$ cat config.mk
export PLATFORM = sky130hd
export DESIGN_NAME = hazard_unit
export DESIGN_NICKNAME = d
export VERILOG_FILES = /design/src/rtl/hazard_unit.sv
export SDC_FILE = /design/constraint.sdc
export NUM_CORES = 1
export LEC_CHECK = 0
export ABC_AREA = 1
export BUFFER_PORTS_ARGS = -buffer_cell sky130_fd_sc_hd__buf_2
export CORE_UTILIZATION = 46
export DETAILED_ROUTE_END_ITERATION = 10
export GPL_TIMING_DRIVEN = 0
export PLACE_DENSITY = 0.85
export SYNTH_ARGS = -nofsm -noshare
export SYNTH_HDL_FRONTEND = slang
export SYNTH_SLANG_ARGS = --single-unit
$ cat constraint.sdc
create_clock -name clk -period 4.3 [get_ports clk]
set_clock_uncertainty 0.1 [all_clocks]
set_input_delay 0.86 -clock clk [delete_from_list [all_inputs] [get_ports clk]]
set_output_delay 0.86 -clock clk [all_outputs]
set_load 0.01 [all_outputs]
$ cat src/rtl/hazard_unit.sv
// Pipeline hazard unit: forwarding selects, load-use/branch/mul-div stalls and an HI/LO busy FSM.
// Define HAZARD_PERF_EN to build the stallcount/flushcount performance counters.
module hazard_unit #(
    parameter int unsigned MD_LATENCY = 32
) (
    input  logic        clk,
    input  logic        reset,
    input  logic [4:0]  rsD,
    input  logic [4:0]  rtD,
    input  logic [4:0]  rsE,
    input  logic [4:0]  rtE,
    input  logic [4:0]  writeregE,
    input  logic [4:0]  writeregM,
    input  logic [4:0]  writeregW,
    input  logic        regwriteE,
    input  logic        regwriteM,
    input  logic        regwriteW,
    input  logic        memtoregE,
    input  logic        memtoregM,
    input  logic        branchD,
    input  logic        mdstartE,
    input  logic        mdreadD,
    output logic        stallF,
    output logic        stallD,
    output logic        flushE,
    output logic        forwardAD,
    output logic        forwardBD,
    output logic [1:0]  forwardAE,
    output logic [1:0]  forwardBE,
    output logic        mdbusy,
    output logic [31:0] stallcount,
    output logic [31:0] flushcount
);

    localparam int unsigned CntW = $clog2(MD_LATENCY + 1);

    typedef enum logic {StIdle, StBusy} md_state_e;

    md_state_e     state_q, state_d;
    logic [CntW-1:0] cnt_q, cnt_d;

    logic lwstall, branchstall, mdstall, stall;

    function automatic logic [1:0] fwd_sel(input logic [4:0] src, input logic [4:0] wr_m,
                                           input logic rw_m, input logic [4:0] wr_w,
                                           input logic rw_w);
        if (src != 5'd0 && src == wr_m && rw_m) begin
            return 2'b10;
        end else if (src != 5'd0 && src == wr_w && rw_w) begin
            return 2'b01;
        end
        return 2'b00;
    endfunction

    always_comb begin
        lwstall     = memtoregE && (rtE == rsD || rtE == rtD);
        branchstall = branchD &&
                      ((regwriteE && (writeregE == rsD || writeregE == rtD)) ||
                       (memtoregM && (writeregM == rsD || writeregM == rtD)));
        // A read issued alongside the start must also wait for the result.
        mdstall     = mdreadD && (mdbusy || mdstartE);
        stall       = lwstall || branchstall || mdstall;
    end

    always_comb begin
        stallF    = 1'b0;
        stallD    = 1'b0;
        flushE    = 1'b0;
        forwardAD = 1'b0;
        forwardBD = 1'b0;
        forwardAE = 2'b00;
        forwardBE = 2'b00;
        if (!reset) begin
            stallF    = stall;
            stallD    = stall;
            flushE    = stall;
            forwardAD = (rsD != 5'd0) && (rsD == writeregM) && regwriteM;
            forwardBD = (rtD != 5'd0) && (rtD == writeregM) && regwriteM;
            forwardAE = fwd_sel(rsE, writeregM, regwriteM, writeregW, regwriteW);
            forwardBE = fwd_sel(rtE, writeregM, regwriteM, writeregW, regwriteW);
        end
    end

    assign mdbusy = (state_q == StBusy);

    // A start while busy is ignored: no reload, no extension.
    always_comb begin
        state_d = state_q;
        cnt_d   = cnt_q;
        unique case (state_q)
            StIdle: begin
                if (mdstartE) begin
                    state_d = StBusy;
                    cnt_d   = CntW'(MD_LATENCY - 1);
                end
            end
            StBusy: begin
                if (cnt_q == '0) begin
                    state_d = StIdle;
                end else begin
                    cnt_d = cnt_q - CntW'(1);
                end
            end
            default: begin
                state_d = StIdle;
                cnt_d   = '0;
            end
        endcase
    end

    always_ff @(posedge clk) begin
        if (reset) begin
            state_q <= StIdle;
            cnt_q   <= '0;
        end else begin
            state_q <= state_d;
            cnt_q   <= cnt_d;
        end
    end

`ifdef HAZARD_PERF_EN
    logic [31:0] stallcount_q, flushcount_q;

    always_ff @(posedge clk) begin
        if (reset) begin
            stallcount_q <= 32'd0;
            flushcount_q <= 32'd0;
        end else begin
            if (stallD) begin
                stallcount_q <= stallcount_q + 32'd1;
            end
            if (flushE && branchstall) begin
                flushcount_q <= flushcount_q + 32'd1;
            end
        end
    end

    assign stallcount = stallcount_q;
    assign flushcount = flushcount_q;
`else
    assign stallcount = 32'd0;
    assign flushcount = 32'd0;
`endif

endmodule

==> results of run 1 <==
## cell type report
| type | instances | share of cell area (%) |
|---|---|---|
| inverter | 39 | 6.362 |
| tap | 46 | 2.501 |
| timing repair buffer | 52 | 11.31 |
| clock buffer | 4 | 1.958 |
| multi-input combinational | 247 | 49.37 |
| buffer | 69 | 22.40 |
| sequential | 7 | 6.090 |
## state kept, by name (all words and copies together), names as in the netlist
register	flops
cnt_q	6
mdbusy	1
## critical path: cells and delay by family
family,cells,cell delay [ns]
buf+inv,4,0.44
simple gates,8,0.59
compound gates,1,0.15
## how the worst max path moves through the flow
stage	from	end	slack [ns]	cells past startpoint
finish	rsD[2]	stallD	1.29	13
global route	rsD[2]	stallD	1.13	13
CTS	rsD[2]	stallD	1.29	13
detailed placement	rsD[2]	stallD	1.29	13
global placement	rsD[2]	stallF	1.29	13
floorplan	writeregM[4]	stallD	1.53	12
## layout by cell type (no fill, tap or decap), drive strengths merged, types with 2 or more instances in the layout
cell	instances
nand3	12
buf	120
nor3	7
a311oi	2
inv	39
nor2	31
a21oi	9
a211oi	2
xnor2	7
clkbuf	5
nand2	80
o21ai	5
dfxtp	7
conb	64
o22ai	4
xor2	11
nand4	4
## per-stage QoR
step / power (µW) / utilization (%) / instances / setup WS, ns / hold WS (ns)
floorplan: 239.0 / - / 362 / 1.530 / 0.3357
global placement: 289.0 / 65.54 / 460 / 1.294 / 0.3534
detailed placement: 292.6 / 65.54 / 460 / 1.289 / 0.3558
CTS: 387.6 / 66.85 / 464 / 1.286 / 0.3618
global route: 421.4 / 66.85 / 464 / 1.131 / 0.3787
finish: 389.2 / 66.85 / 464 / 1.289 / 0.3575
## cells by family after synthesis
kind of cell    after synthesis  synth area share (%)
compound gates               27                 10.00
simple gates                137                 32.65
flops                         7                 8.235
xor+xnor                     18                 9.265
buf+inv                     108                 38.90
fa+ha+maj                     1                0.7352
other cells                   1                0.2204
## power by group through the flow
stage	clock (µW)	sequential, µW	combinational (µW)
6_report	93.1	78.8	217
5_1_grt	99.4	79.6	242
4_1_cts	94.4	79.0	214
3_5_place_dp	0	80.0	213
3_3_place_gp	0	79.3	210
2_1_floorplan	0	78.8	160
## per-layer routing
layer | routed length (µm) | up-vias | GRT usage (%)
li1 | - | 1039 | -
met4 | 23 | 0 | 4.942
met3 | 297 | 3 | 4.015
met1 | 1549 | 821 | 20.33
met2 | 2090 | 73 | 39.81
met5 | 0 | - | 0
==> summary.txt, run 1 <==
Global routing
  • GRT Util Overall: 19.81%
  • Largest net degree at the start of global routing: 11
  • Initial antenna violation count: 0
  • First-pass GRT wire length: 6.437 mm
  • Number of global-route vias before repair: 1633
  • Congestion Overflow GR: 0

Cells and area
  • Area of the multi-input gates: 0.001136 mm²
  • Register area: 140.1 µm²
  • Post-route cell area: 0.002301 mm²
  • Area Growth Syn to Fin: 35.22%
  • Diodes inserted: 0
  • Final #Nets: 465
  • Fillers: 347
  • Layout cells sized above 1: 31.10%

Detailed routing
  • First-pass DRT Iterations: 4
  • DRC errors left: 0
  • Antenna Violating Nets Remaining: 0
  • DR vias: 1936
  • Iter 0 DRT Violations: 62
  • Wirelength per Cell: 8.534 µm
  • Routed Wire Length: 3.960 mm
  • Vias per cell: 4.172

Power
  • Internal: 235.4 µW
  • Logic pwr share: 55.8%
  • Seq pwr share: 20.2%
  • PD cells: 169.2 mW/mm²
  • Sw power: 153.8 µW
  • Max IR drop VDD: 74.28 µV
  • Clk pwr share: 23.9%
  • Sw frac: 39.52%
  • Leak: 0.001490 µW

Critical path
  • Slowest-stage cell, CP: a21oi_2
  • Reg2reg start: cnt_q[0]
  • Crit path top cell by count: nand2_1
  • WS Path Type: in2out
  • R2r worst-path depth: 9
  • Slowest Stage Delay on Critical Path: 0.15 ns
  • FF-to-FF setup slack: 2.69 ns
  • Endpoint class of the critical path: output pin
  • FF-to-FF End: cnt_q[4]
  • Worst Path Arrival: 2.05 ns
  • Crit path cell chain: buf_2 -> inv_1 -> nand2_1 -> nand2_1 -> nor2_1 -> nand3_1 -> nand2_1 -> nand2_1 -> nand2_1 -> nand2_1 -> a21oi_2 -> buf_4 -> buf_2
  • Worst EP required: 3.34 ns
  • Worst-path fanout max: 5
  • Setup crit start kind: input port

STA
  • Fin. Hold Viols: 0
  • Fin Setup TNS: 0 ns
  • Final Cycle Share: 70.02%
  • Fmax: 0.3321 GHz
  • Min Tclk post-route: 3.011 ns
  • Final Max Tran Viols: 0
  • # setup viols final: 0
  • RSZ-0062 raised after global routing: no

CTS
  • Cts bufs inserted: 3
  • CTS root buf: clkbuf_8
  • Clock Latency Late Sink: 0.23 ns
  • Post-CTS setup buffer count: 0
  • CTS tree: done
  • H-tree levels: 1
  • # hold bufs at CTS: 0
  • Clock buffer depth: 2
  • Reg clk slew, reported paths: 0.04 ns
  • Resized cells post-CTS: 0
  • CTS Sinks: 7

Run
  • Max-cap violations: 0

Floorplan
  • DIE HEIGHT: 62.82 µm
  • I/O pin total: 119
  • Total Die Area: 0.003946 mm²
  • Die W: 62.82 µm
  • Row cnt: 21
  • Initial Utilization: 49.44%
  • Core Box Area: 0.003442 mm²

Min path
  • Hold Path Class: reg2reg
  • Hold-critical path depth: 1
  • WHS Endpoint: cnt_q[0]
  • Hold path start: cnt_q[0]

Logic synthesis
  • Syn_area_per_cell: 5.691 µm²
  • Commonest cells post-synth: 80 x nand2_1, 66 x buf_4, 34 x inv_1
  • Top_reg_cell synth: dfxtp_1
  • Post-synth ARST share: 0%
  • Yosys top cell by area: buf_4
  • Ys Warns: 0
  • Share of the yosys chip area belonging to registers: 8.235%
  • Synth Instances: 299
  • Post-synth EDFFs: 0
  • Cell variety after synth: 30
  • Syn Std Cell Area: 0.001702 mm²
  • Top cells by area, synth: buf_4 29%, nand2_1 18%, dfxtp_1 8.2%, inv_1 7.5%, nor2_1 6.8%
  • Top-area cell type share of the netlist area: 29.12%
  • Register bit total from synthesis: 7
  • Most common cell in the netlist: nand2_1

Place
  • DPL Wire Length: 3.455 mm
  • Port Buffers: 52
  • Dpl cell area: 0.002256 mm²
  • GP Congestion: 0.8514

Run status
  • Status: finished, final reports clean
No activity file was read; power rests on OpenSTA's default activity.
==> inputs of run 2 (changes only) <==
- CORE_UTILIZATION: 46 -> 42
- PLACE_DENSITY: 0.85 -> 0.79
- clock period: 4.3 -> 2.9 ns (I/O delays scaled with it)
==> run 2 against run 1 <==
  * Largest cell class unchanged
  * Critical endpoint unchanged
  * Core utilization down 5.8 points
  * Non-clock buffer count unchanged
  * Register-to-register slack got worse by 1.4 ns
==> summary.txt, run 2 (synthesis gave the netlist of run 1 again) <==
Run status
  • Status: finished, final reports clean

Critical path
  • Worst-path fanout max: 5
  • Crit path top cell by count: nand2_1
  • WS Path Type: in2out
  • Slowest-stage cell, CP: a21oi_2
  • Worst Path Arrival: 1.78 ns
  • Endpoint class of the critical path: output pin
  • Worst EP required: 2.22 ns
  • Slowest Stage Delay on Critical Path: 0.16 ns
  • Crit path cell chain: buf_2 -> inv_1 -> nand2_1 -> nand2_1 -> nor2_1 -> nand3_1 -> nand2_1 -> nand2_1 -> nand2_1 -> nand2_1 -> a21oi_2 -> buf_4 -> buf_2
  • Setup crit start kind: input port

Cells and area
  • Area Growth Syn to Fin: 35.37%
  • Commonest non-fill, non-tap cell in the layout: nand2_1
  • Register area: 140.1 µm²
  • Final core utilization: 61.08%
  • Layout cells sized above 1: 31.10%
  • Area of the multi-input gates: 0.001136 mm²
  • Max FFs per register: 6
  • Most frequent cells in the layout: 80 x nand2_1, 66 x buf_4, 64 x conb_1
  • Final #Nets: 465
  • Top reg by flops: cnt_q
  • Fillers: 394
  • Diodes inserted: 0

Global routing
  • Initial antenna violation count: 0
  • First-pass GRT wire length: 6.203 mm
  • Congestion Overflow GR: 0
  • Largest net degree at the start of global routing: 11
  • GRT Util Overall: 17.89%
  • Number of global-route vias before repair: 1487

Detailed routing
  • DR vias: 1893
  • Routed Wire Length: 3.948 mm
  • Vias per cell: 4.062
  • DRC errors left: 0
  • Iter 0 DRT Violations: 50
  • First-pass DRT Iterations: 4
  • Antenna Violating Nets Remaining: 0
  • Wirelength per Cell: 8.472 µm

CTS
  • Clock Latency Late Sink: 0.23 ns
  • CTS Sinks: 7
  • CTS root buf: clkbuf_8
  • Reg clk slew, reported paths: 0.04 ns
  • Resized cells post-CTS: 0
  • # hold bufs at CTS: 0
  • Clock buffer depth: 2
  • Cts bufs inserted: 3
  • CTS tree: done
  • Post-CTS setup buffer count: 0
  • H-tree levels: 1

STA
  • # setup viols final: 0
  • Fin Setup TNS: 0 ns
  • Final Max Tran Viols: 0
  • RSZ-0062 raised after global routing: no
  • Min Tclk post-route: 2.456 ns
  • Fmax: 0.4071 GHz
  • Fin. Hold Viols: 0
  • Final Cycle Share: 84.70%

Floorplan
  • Core Box Area: 0.003771 mm²
  • Row cnt: 22
  • Total Die Area: 0.004310 mm²
  • I/O pin total: 119
  • DIE HEIGHT: 65.65 µm
  • Die W: 65.65 µm
  • Initial Utilization: 45.12%

Power
  • Max IR drop VDD: 105.0 µV
  • Leak: 0.001490 µW
  • Pwr Total: 577.4 µW
  • PD cells: 250.7 mW/mm²

Place
  • GP Congestion: 0.8383
  • Port Buffers: 52
  • DPL Wire Length: 3.489 mm

Run
  • Max-cap violations: 0

Min path
  • Hold Path Class: reg2reg
run 2: cell counts in the layout (fill, tap and decap cells not counted):
No cell type changed its count.
run 2: area by class of cell:
cell class	instances	share of cell area, %
sequential	7	6.084
timing repair buffer	52	11.30
multi-input combinational	247	49.32
clock buffer	4	1.955
inverter	39	6.355
tap	48	2.607
buffer	69	22.38
run 2: stage by stage:
stage | instance area, µm² | setup slack (ns) | std cells | hold WS (ns)
3_5_place_dp | 2258 | 0.4353 | 462 | 0.3628
3_3_place_gp | 2258 | 0.4399 | 462 | 0.3524
5_1_grt | 2303 | 0.2557 | 466 | 0.3900
2_1_floorplan | 1938 | 0.6904 | 362 | 0.3357
4_1_cts | 2303 | 0.4338 | 466 | 0.3718
6_report | 2303 | 0.4437 | 466 | 0.3667
run 2: worst max-delay path: cells and delay by family:
kind / cells / cell delay [ns]
AOI/OAI and AO/OA: 1 / 0.16
and+or+nand+nor: 8 / 0.59
buffers and inverters: 4 / 0.45
run 2: power by group:
part / internal (µW) / switching (µW)
logic: 145 / 174
clock network: 95.4 / 45.3
registers: 108 / 8.38
run 2: routing by layer:
layer / track usage (%) / part of all wire [%] / vias to the layer above
met3: 1.563 / 7.0 / 4
li1: - / - / 1041
met2: 31.12 / 51 / 64
met5: 0 / 0 / -
met4: 7.065 / 0.91 / 0
met1: 22.33 / 41 / 784
run 2: worst paths after layout:
kind / end / slack (ns) / start / cells after the start
min reg2reg: cnt_q[0] / 0.37 / cnt_q[0] / 1
min: cnt_q[0] / 0.37 / cnt_q[0] / 1
max: stallD / 0.44 / rsD[2] / 13
max reg2reg: cnt_q[4] / 1.29 / cnt_q[0] / 9
==> inputs of run 3 (changes only) <==
- ABC_AREA: 1 -> 0
- CORE_UTILIZATION: 42 -> 37
- PLACE_DENSITY: 0.79 -> 0.75
- clock period: 2.9 -> 2 ns (I/O delays scaled with it)
==> run 3 against run 2 <==
  * The run now ends with setup timing left
  * Die area up 4.2%
  * Final area is 5.1% higher
  * Critical path depth decreased by 7
  * Critical endpoint is now forwardAE[0]
  * Clock power grew 43%
  * Non-clock buffer count grew 8
  * Count of clock-buffer cells in the layout unchanged
  * Sequential power grew 44%
  * Synthesized cell count decreased by 32%
  * Combinational power rose by 51%
  * Total power grew 47%
==> summary.txt, run 3 <==
Run status
  • Status: finished with violations
  • Violated checks: setup timing

Critical path
  • R2r worst-path depth: 6
  • Reg2reg start: cnt_q[0]
  • Worst EP required: 1.50 ns
  • Worst Path Arrival: 1.61 ns
  • Endpoint class of the critical path: output pin
  • Worst-path fanout max: 2
  • Slowest Stage Delay on Critical Path: 0.53 ns
  • Setup crit start kind: input port
  • WS Path Type: in2out
  • FF-to-FF setup slack: 0.40 ns
  • FF-to-FF End: cnt_q[1]
  • Slowest-stage cell, CP: or4_4
  • Crit path cell chain: buf_8 -> or4_4 -> nor2_4 -> nor4_4 -> nor4_2 -> buf_2

Min path
  • Hold Path Class: reg2reg
  • WHS Endpoint: cnt_q[0]
  • Hold path start: cnt_q[0]
  • Hold-critical path depth: 1

Cells and area
  • Final core utilization: 60.09%
  • Non-Filler Instances: 375
  • Commonest non-fill, non-tap cell in the layout: buf_4
  • Diodes inserted: 0
  • Final #Nets: 372
  • Area Growth Syn to Fin: 54.80%
  • Most frequent cells in the layout: 77 x buf_4, 64 x conb_1, 39 x buf_2
  • Top reg by flops: cnt_q
  • Fillers: 356
  • Layout cells sized above 1: 47.08%
  • Max FFs per register: 6

Detailed routing
  • Antenna Violating Nets Remaining: 0
  • DRC errors left: 0
  • Wirelength per Cell: 10.25 µm
  • DR vias: 1497
  • Iter 0 DRT Violations: 42
  • Metal-1 WL: 1.515 mm
  • Met3 wire length: 224 µm
  • Routed Wire Length: 3.845 mm
  • Highest routed layer: met3
  • Vias per cell: 3.992
  • WL met2: 2.104 mm
  • First-pass DRT Iterations: 4

Logic synthesis
  • Top_reg_cell synth: dfxtp_1
  • Synth Instances: 202
  • Cell variety after synth: 32
  • Commonest cells post-synth: 66 x buf_4, 28 x xnor2_1, 25 x xor2_1
  • Top cells by area, synth: buf_4 32%, xnor2_1 16%, xor2_1 14%, dfxtp_1 9.0%, nand4_1 2.4%
  • Syn_area_per_cell: 7.743 µm²
  • Share of the yosys chip area belonging to registers: 8.960%
  • Syn Std Cell Area: 0.001564 mm²
  • Ys Warns: 0
  • Top-area cell type share of the netlist area: 31.68%
  • Most common cell in the netlist: buf_4
  • Yosys top cell by area: buf_4
  • Post-synth EDFFs: 0
  • Post-synth ARST share: 0%
  • Register bit total from synthesis: 7

CTS
  • CTS root buf: clkbuf_8
  • Cts bufs inserted: 3
  • CTS Sinks: 7
  • H-tree levels: 1
  • CTS tree: done
  • Clock Latency Late Sink: 0.23 ns
  • Reg clk slew, reported paths: 0.04 ns
  • Clock buffer depth: 2

Global routing
  • Largest net degree at the start of global routing: 11
  • Congestion Overflow GR: 0
  • First-pass GRT wire length: 5.720 mm
  • GRT Util Overall: 16.42%
  • Number of global-route vias before repair: 1338
  • Initial antenna violation count: 0

Power
  • Pwr Total: 851.0 µW
  • PD cells: 351.5 mW/mm²
  • Max IR drop VDD: 202.8 µV
  • Leak: 0.001242 µW

STA
  • # setup viols final: 2
  • Min Tclk post-route: 2.109 ns
  • Fmax: 0.4742 GHz
  • Fin. Hold Viols: 0
  • RSZ-0062 raised after global routing: yes
  • Worst Slack Setup Final: -0.1089 ns
  • Final Cycle Share: 105.4%
  • Final Max Tran Viols: 0

Floorplan
  • Row cnt: 23
  • I/O pin total: 119
  • Die W: 67.02 µm
  • Initial Utilization: 38.82%
  • Core Box Area: 0.004029 mm²
  • DIE HEIGHT: 67.02 µm
  • Total Die Area: 0.004491 mm²

Place
  • Port Buffers: 48
  • Setup Slack @ Placement: -0.2111 ns
  • Inst Count DP: 363
  • DPL Wire Length: 3.092 mm
  • GP Congestion: 0.8478

Run
  • Max-cap violations: 0
## run 3: changes by cell type in the layout (fill, tap and decap cells not counted), moves of 8 or more
cell,change
inv_1,-31
nor2_1,-24
buf_2,-14
buf_4,+11
xnor2_1,+18
nand2_1,-76
nand3_1,-8
xor2_1,+13
## run 3: critical path: cells and delay by family
| kind | cells | cell delay, ns |
|---|---|---|
| buffers and inverters | 2 | 0.27 |
| and+or+nand+nor | 4 | 0.95 |
## run 3: how the worst max path moves through the flow
stage                 from  slack (ns)  cells after the start           end
global route        rtE[1]       -0.16                      6  forwardBE[0]
CTS                 rsE[1]       -0.16                      6  forwardAE[0]
floorplan           rtE[2]       -0.04                      5  forwardBE[0]
global placement    rsE[3]       -0.20                      6  forwardAE[0]
finish              rsE[1]       -0.11                      6  forwardAE[0]
detailed placement  rsE[3]       -0.21                      6  forwardAE[0]
## run 3: logic make-up after synthesis
logic type / Yosys count / synth area share [%]
adders and majority gates: 1 / 0.7999
buffers and inverters: 76 / 34.80
and+or+nand+nor: 52 / 20.48
DFF: 7 / 8.960
xor gates and xnor gates: 53 / 29.68
other: 1 / 0.2398
AOI/OAI and AO/OA: 12 / 5.040
## run 3: what timing repair did
action / in CTS / in global routing
setup buffers: 6 / 3
hold buffers: 0 / 0
resized for setup: 35 / 19
pin swaps: 16 / 5
endpoints found under the setup margin: 7 / 8
## run 3: final cells by class
cell class                      count  area (µm²)  share of cell area (%)
Multi-Input combinational cell    182        1232                   50.90
Inverter                            3       11.26                  0.4651
Sequential cell                     7       140.1                   5.788
Clock buffer                        4       45.04                   1.860
Tap cell                           50       62.56                   2.584
Buffer                             72       559.3                   23.10
Timing Repair Buffer               57       370.4                   15.30
## run 3: layer usage
layer | GRT usage, % | vias to the layer above
met3 | 2.397 | 0
li1 | - | 786
met5 | 0 | -
met1 | 18.33 | 656
met4 | 2.660 | 0
met2 | 32.25 | 55
## run 3: per-stage QoR
stage	cell area (µm²)	TNS [ns]	hold slack, ns
floorplan	1807	-0.03811	0.3602
global placement	2110	-0.9397	0.3862
detailed placement	2110	-0.9393	0.3837
CTS	2322	-0.2482	0.3891
global route	2421	-0.4329	0.4487
finish	2421	-0.1903	0.3902
## run 3: report_power, final
part | internal (µW) | switching (µW) | total, µW
Clock | 138 | 62.7 | 201
Sequential | 155 | 12.4 | 168
Combinational | 248 | 235 | 483
